==> src/rtl/mau_pkg.sv <==
// Shared size codes, FSM encodings and command legality check for the memory access unit.
package mau_pkg;

    localparam logic [1:0] SZ_BYTE = 2'b00;
    localparam logic [1:0] SZ_HALF = 2'b01;
    localparam logic [1:0] SZ_WORD = 2'b10;
    localparam logic [1:0] SZ_RSVD = 2'b11;

    localparam logic [1:0] ST_IDLE = 2'b00;
    localparam logic [1:0] ST_REQ  = 2'b01;
    localparam logic [1:0] ST_DONE = 2'b10;
    localparam logic [1:0] ST_ERR  = 2'b11;

    // Reserved size and lane-crossing accesses are rejected before any request.
    function automatic logic cmd_legal(input logic [1:0] size, input logic [1:0] addr_lo);
        logic ok;
        ok = 1'b0;
        case (size)
            SZ_BYTE: ok = 1'b1;
            SZ_HALF: ok = ~addr_lo[0];
            SZ_WORD: ok = (addr_lo == 2'b00);
            default: ok = 1'b0;
        endcase
        return ok;
    endfunction

endpackage

==> src/rtl/lane_align.sv <==
// Byte-lane steering: byte enables, replicated store data and extended load data.
module lane_align
    import mau_pkg::*;
(
    input  logic [1:0]  size,
    input  logic        sign_ext,
    input  logic [1:0]  addr_lo,
    input  logic [31:0] wdata,
    input  logic [31:0] mrdata,
    output logic [3:0]  mbe,
    output logic [31:0] mwdata,
    output logic [31:0] ldata
);

    logic [31:0] shifted;

    always_comb begin
        shifted = mrdata >> {addr_lo, 3'b000};
        mbe     = 4'b1111;
        mwdata  = wdata;
        ldata   = mrdata;
        case (size)
            SZ_BYTE: begin
                mbe    = 4'b0001 << addr_lo;
                mwdata = {4{wdata[7:0]}};
                ldata  = {{24{sign_ext & shifted[7]}}, shifted[7:0]};
            end
            SZ_HALF: begin
                mbe    = 4'b0011 << addr_lo;
                mwdata = {2{wdata[15:0]}};
                ldata  = {{16{sign_ext & shifted[15]}}, shifted[15:0]};
            end
            default: begin
                mbe    = 4'b1111;
                mwdata = wdata;
                ldata  = mrdata;
            end
        endcase
    end

endmodule

==> src/rtl/mem_access_unit.sv <==
// Memory-phase responder: runs one load/store over a req/ack handshake and reports done or error.
module mem_access_unit
    import mau_pkg::*;
#(
    parameter int unsigned ADDR_W  = 32,
    parameter int unsigned TIMEOUT = 15
) (
    input  logic              I_clk,
    input  logic              I_reset,
    input  logic              I_en,
    input  logic              I_we,
    input  logic [1:0]        I_size,
    input  logic              I_signed,
    input  logic [ADDR_W-1:0] I_addr,
    input  logic [31:0]       I_wdata,
    output logic [31:0]       O_rdata,
    output logic              O_busy,
    output logic              O_done,
    output logic              O_err,
    output logic              O_mreq,
    output logic              O_mwe,
    output logic [ADDR_W-1:0] O_maddr,
    output logic [31:0]       O_mwdata,
    output logic [3:0]        O_mbe,
    input  logic              I_mack,
    input  logic [31:0]       I_mrdata
);

    localparam int unsigned CNT_W = $clog2(TIMEOUT + 1);

    logic [1:0]        state_q, state_d;
    logic              we_q, we_d;
    logic [1:0]        size_q, size_d;
    logic              signed_q, signed_d;
    logic [ADDR_W-1:0] addr_q, addr_d;
    logic [31:0]       wdata_q, wdata_d;
    logic [CNT_W-1:0]  cnt_q, cnt_d;
    logic [31:0]       rdata_q, rdata_d;

    logic              in_req;
    logic [3:0]        lane_mbe;
    logic [31:0]       lane_wdata;
    logic [31:0]       lane_ldata;

    lane_align u_lane_align (
        .size     (size_q),
        .sign_ext (signed_q),
        .addr_lo  (addr_q[1:0]),
        .wdata    (wdata_q),
        .mrdata   (I_mrdata),
        .mbe      (lane_mbe),
        .mwdata   (lane_wdata),
        .ldata    (lane_ldata)
    );

    always_comb begin
        state_d  = state_q;
        we_d     = we_q;
        size_d   = size_q;
        signed_d = signed_q;
        addr_d   = addr_q;
        wdata_d  = wdata_q;
        cnt_d    = cnt_q;
        rdata_d  = rdata_q;
        case (state_q)
            ST_IDLE: begin
                if (I_en) begin
                    if (cmd_legal(I_size, I_addr[1:0])) begin
                        we_d     = I_we;
                        size_d   = I_size;
                        signed_d = I_signed;
                        addr_d   = I_addr;
                        wdata_d  = I_wdata;
                        cnt_d    = '0;
                        state_d  = ST_REQ;
                    end else begin
                        state_d = ST_ERR;
                    end
                end
            end
            ST_REQ: begin
                // Ack takes priority over a timeout expiring in the same cycle.
                if (I_mack) begin
                    if (!we_q) rdata_d = lane_ldata;
                    state_d = ST_DONE;
                end else if (cnt_q == CNT_W'(TIMEOUT - 1)) begin
                    state_d = ST_ERR;
                end else begin
                    cnt_d = cnt_q + CNT_W'(1);
                end
            end
            default: state_d = ST_IDLE;
        endcase
    end

    always_ff @(posedge I_clk) begin
        if (I_reset) begin
            state_q  <= ST_IDLE;
            we_q     <= 1'b0;
            size_q   <= SZ_BYTE;
            signed_q <= 1'b0;
            addr_q   <= '0;
            wdata_q  <= '0;
            cnt_q    <= '0;
            rdata_q  <= '0;
        end else begin
            state_q  <= state_d;
            we_q     <= we_d;
            size_q   <= size_d;
            signed_q <= signed_d;
            addr_q   <= addr_d;
            wdata_q  <= wdata_d;
            cnt_q    <= cnt_d;
            rdata_q  <= rdata_d;
        end
    end

    assign in_req   = (state_q == ST_REQ);
    assign O_mreq   = in_req;
    assign O_busy   = in_req;
    assign O_done   = (state_q == ST_DONE);
    assign O_err    = (state_q == ST_ERR);
    assign O_rdata  = rdata_q;
    assign O_mwe    = in_req & we_q;
    assign O_maddr  = in_req ? {addr_q[ADDR_W-1:2], 2'b00} : '0;
    assign O_mwdata = in_req ? lane_wdata : 32'h0;
    assign O_mbe    = in_req ? lane_mbe : 4'h0;

endmodule

==> config.mk <==
export PLATFORM = sky130hd
export DESIGN_NAME = mem_access_unit
export DESIGN_NICKNAME = d
export VERILOG_FILES = /design/src/rtl/mau_pkg.sv /design/src/rtl/lane_align.sv /design/src/rtl/mem_access_unit.sv
export SDC_FILE = /design/constraint.sdc
export NUM_CORES = 1
export LEC_CHECK = 0
export ABC_AREA = 1
export CORE_ASPECT_RATIO = 1.5
export CORE_MARGIN = 4
export CORE_UTILIZATION = 49
export DETAILED_ROUTE_END_ITERATION = 16
export MAX_ROUTING_LAYER = met4
export PLACE_DENSITY = 0.87
export SYNTH_ARGS = -nofsm -noshare
export SYNTH_HDL_FRONTEND = slang
export SYNTH_HIERARCHICAL = 1
export SYNTH_SLANG_ARGS = --single-unit
==> constraint.sdc <==
create_clock -name I_clk -period 2.3 [get_ports I_clk]
set_input_delay 0.46 -clock I_clk [delete_from_list [all_inputs] [get_ports I_clk]]
set_output_delay 0.46 -clock I_clk [all_outputs]
set_load 0.05 [all_outputs]
==> parameters.txt <==
Parameter                              Value

Status
  Result of the run ... finished, violations left
  Violated checks ... design-rule violations

Pwr
  Combinational share of power ... 0.295
  Power share of the clock group ... 0.303
  Cell-internal power ... 3370 uW
  Sequential group share of total power ... 0.402
  Switching power share of the total ... 0.348
  Switching power ... 1800 uW
  Leakage ... 0.00366 uW
  Ratio of total power to cell area ... 602 nW/um2
  Max rail drop VDD ... 435 uV

GRT
  Total routing usage reported by global routing ... 0.278
  Wire length of the first global-routing pass ... 28.8 mm
  Residual overflow from global routing ... 0
  Via count of the first global-routing pass ... 5,992
  Number of antenna violations at the first check in global routing ... 0
  Pin count of the biggest net entering global routing ... 75

STA
  Number of max-slew violations in the final report ... 0
  Post-layout minimum cycle time ... 2.20 ns
  Worst slew margin relative to its limit ... 0.628
  RSZ-0062 raised after global routing ... false
  WHS ... 0.454 ns
  Endpoints failing hold ... 0
  Transition time of the tightest slew-check pin ... 0.557 ns
  Total of endpoints with negative setup slack in the final report ... 0
  Highest clock rate ... 0.455 GHz
  Crit share post-route ... 0.955
  Maximum clock skew at final layout ... 0.0116 ns
  Setup TNS after final layout ... 0 ns

Clocking
  Clock input transition at the sequential cells of the worst setup and hold paths ... 0.07 ns
  Buffer type at the clock tree root ... sky130_fd_sc_hd__clkbuf_16
  Insertion delay of the later-clocked pin in the worst-skew pair ... 0.36 ns
  Number of buffers added by the clock tree synthesis step ... 9
  Htree depth ... 3
  CTS max path bufs ... 2
  Number of clock sinks ... 106
  CTS tree ... done

Final layout
  Most common cell after layout, fill and taps aside ... sky130_fd_sc_hd__nor2_1
  NumNets Final ... 1,146
  Final Cell Area ... 8580 um2
  Fraction of final layout cells with drive strength greater than 1 ... 0.147
  Count of filler cells inserted in the layout ... 820
  Antenna diodes ... 0
  Post-Route Utilization ... 0.768
  Synth-to-layout area growth ... 51.4%
  Most frequent cells in the layout ... sky130_fd_sc_hd__nor2_1, sky130_fd_sc_hd__nand2_1, sky130_fd_sc_hd__clkdlybuf4s50_1
  Final cell count without fillers ... 1,192

Logic synthesis
  Synthesized cell area ... 5670 um2
  Mapped Avg Cell Area ... 6.51 um2
  Synth Instances ... 870
  Dominant cells by area after synthesis ... sky130_fd_sc_hd__dfxtp_1, sky130_fd_sc_hd__nor2_1, sky130_fd_sc_hd__o21ai_0
  Post-synth cell types ... 32
  Post-synthesis sequential element count ... 106
  Most area-hungry cell type in the Yosys netlist ... sky130_fd_sc_hd__dfxtp_1
  Warnings from Yosys ... 6
  Post-synth top area share ... 0.375
  Sequential share of the synthesized area ... 0.375

Detailed routing
  Average routed wire per standard cell ... 15.0 um
  Total iterations of the first detailed-routing run ... 12
  1st-iter DRT viols ... 355
  Number of design rule violations left after detail routing ... 1
  Top Metal Used ... met4
  Detailed-routed wire length on met3 ... 1.24 mm
  Sum of met2 wire segment lengths after detailed routing ... 9.39 mm
  Post-DRT Antenna Nets ... 0
  Via count ... 6,215
  Final Routed Wirelength ... 17.9 mm
  Number of vias per cell ... 5.21
  Metal-1 WL ... 6.69 mm

Placement
  Post-placement cell area ... 8250 um2
  Post-placement cell count ... 1,175
  Weighted congestion reported at the end of routability-driven placement ... 1.00
  Hpwl dp ... 13.3 mm
  Number of buffers inserted by port buffering ... 206

Job
  Maxcap violations ... 0

Critical path
  Nature of the critical path startpoint ... flop
  CP max FO ... 19
  Crit. End Element ... output pin
  CP required ... 1.84 ns
  CP arrival ... 1.74 ns
  Worst Path Class, Setup ... flop to output pin

Worst hold path
  Type of the worst min-delay path ... flop to flop

Floorplanning
  Width of the chip ... 95.8 um
  Area of the die ... 13,400 um2
  Initial Utilization ... 0.507
  Area of the placeable core ... 11,200 um2
  Total number of placement rows ... 47
  IO Pins ... 209
  Die height ... 140 um
## cell type report
type                    count  area, um2  area share
clock inverters             7       81.3     0.00948
multi-input cells         605       2800       0.326
flip-flops and latches    106       2130       0.248
well taps                 147        184      0.0214
clock buffers               9        225      0.0263
inverters                  96        363      0.0423
repair buffers            222       2800       0.326
## flip-flops by register name (all words and copies together), names as in the netlist
signal	flops
O_rdata	32
addr_q	32
cnt_q	4
signed_q	1
size_q	2
state_q	2
wdata_q	32
we_q	1
## cell usage after synthesis
cell	instances
sky130_fd_sc_hd__buf_8	1
sky130_fd_sc_hd__nand3_4	1
sky130_fd_sc_hd__xnor2_1	1
sky130_fd_sc_hd__o211ai_1	9
sky130_fd_sc_hd__nor3_4	1
sky130_fd_sc_hd__o21ai_2	1
sky130_fd_sc_hd__nor3b_2	1
sky130_fd_sc_hd__a21oi_2	1
sky130_fd_sc_hd__inv_1	86
sky130_fd_sc_hd__o21bai_1	1
sky130_fd_sc_hd__nand4_1	1
sky130_fd_sc_hd__conb_1	1
sky130_fd_sc_hd__nor2_2	3
sky130_fd_sc_hd__nand3_2	19
sky130_fd_sc_hd__o21ai_1	13
sky130_fd_sc_hd__buf_4	14
sky130_fd_sc_hd__inv_4	1
sky130_fd_sc_hd__nand3_1	25
sky130_fd_sc_hd__buf_2	25
sky130_fd_sc_hd__clkbuf_2	1
sky130_fd_sc_hd__clkbuf_1	14
sky130_fd_sc_hd__buf_6	9
sky130_fd_sc_hd__ha_1	2
sky130_fd_sc_hd__nor2_4	3
sky130_fd_sc_hd__nand2_2	4
sky130_fd_sc_hd__o21ai_0	107
sky130_fd_sc_hd__a21oi_1	43
sky130_fd_sc_hd__nor2_1	224
sky130_fd_sc_hd__nand2_1	142
sky130_fd_sc_hd__dfxtp_1	106
sky130_fd_sc_hd__nand2_4	1
sky130_fd_sc_hd__inv_2	9
## worst paths after layout
kind / from / end / slack (ns) / cells after the start
setup / recovery: size_q[1] / O_mwdata[27] / 0.10 / 6
hold / removal: addr_q[2] / addr_q[2] / 0.45 / 2
setup reg to reg: state_q[1] / cnt_q[1] / 0.69 / 8
hold reg to reg: addr_q[2] / addr_q[2] / 0.45 / 2
## worst max-delay path: stages, from the launching register on
cell	delay [ns]
sky130_fd_sc_hd__dfxtp_4	0.48
sky130_fd_sc_hd__buf_4	0.28
sky130_fd_sc_hd__nand2_1	0.10
sky130_fd_sc_hd__o211ai_1	0.10
sky130_fd_sc_hd__inv_1	0.06
sky130_fd_sc_hd__nor2_1	0.19
sky130_fd_sc_hd__buf_12	0.17
## per-stage QoR
stage	worst slack (ns)	total power, uW
after detailed placement	0.259	3630
after floorplan	0.102	3040
final	0.104	5170
after global placement	0.337	3590
after CTS	0.0343	5200
after global routing	0.00902	5430
## layer usage
metal	up-vias	GRT usage
met1	2827	0.315
met2	293	0.470
li1	3056	-
met4	0	0.122
met5	-	-
met3	39	0.0454
## cells by family after synthesis
kind of cell    share of synthesized area
compound gates                      0.160
buf+inv                             0.135
simple gates                        0.323
flops                               0.375
other cells                      0.000662
xor+xnor                          0.00155
fa+ha+maj                         0.00442
## power by group through the flow
stage / Sequential [uW] / Clock [uW] / Combinational, uW
final: 2080 / 1570 / 1520
after global routing: 2090 / 1680 / 1650
after CTS: 2080 / 1600 / 1520
after detailed placement: 2120 / 0 / 1510
after global placement: 2110 / 0 / 1480
after floorplan: 2220 / 0 / 822
## what timing repair did
item,4_1_cts,5_1_grt
resized for setup,4,3
pin swaps,1,0
setup buffers,1,0
hold buffers,0,0
setup endpoints to repair,7,3
(Power assumes the default switching activity.)
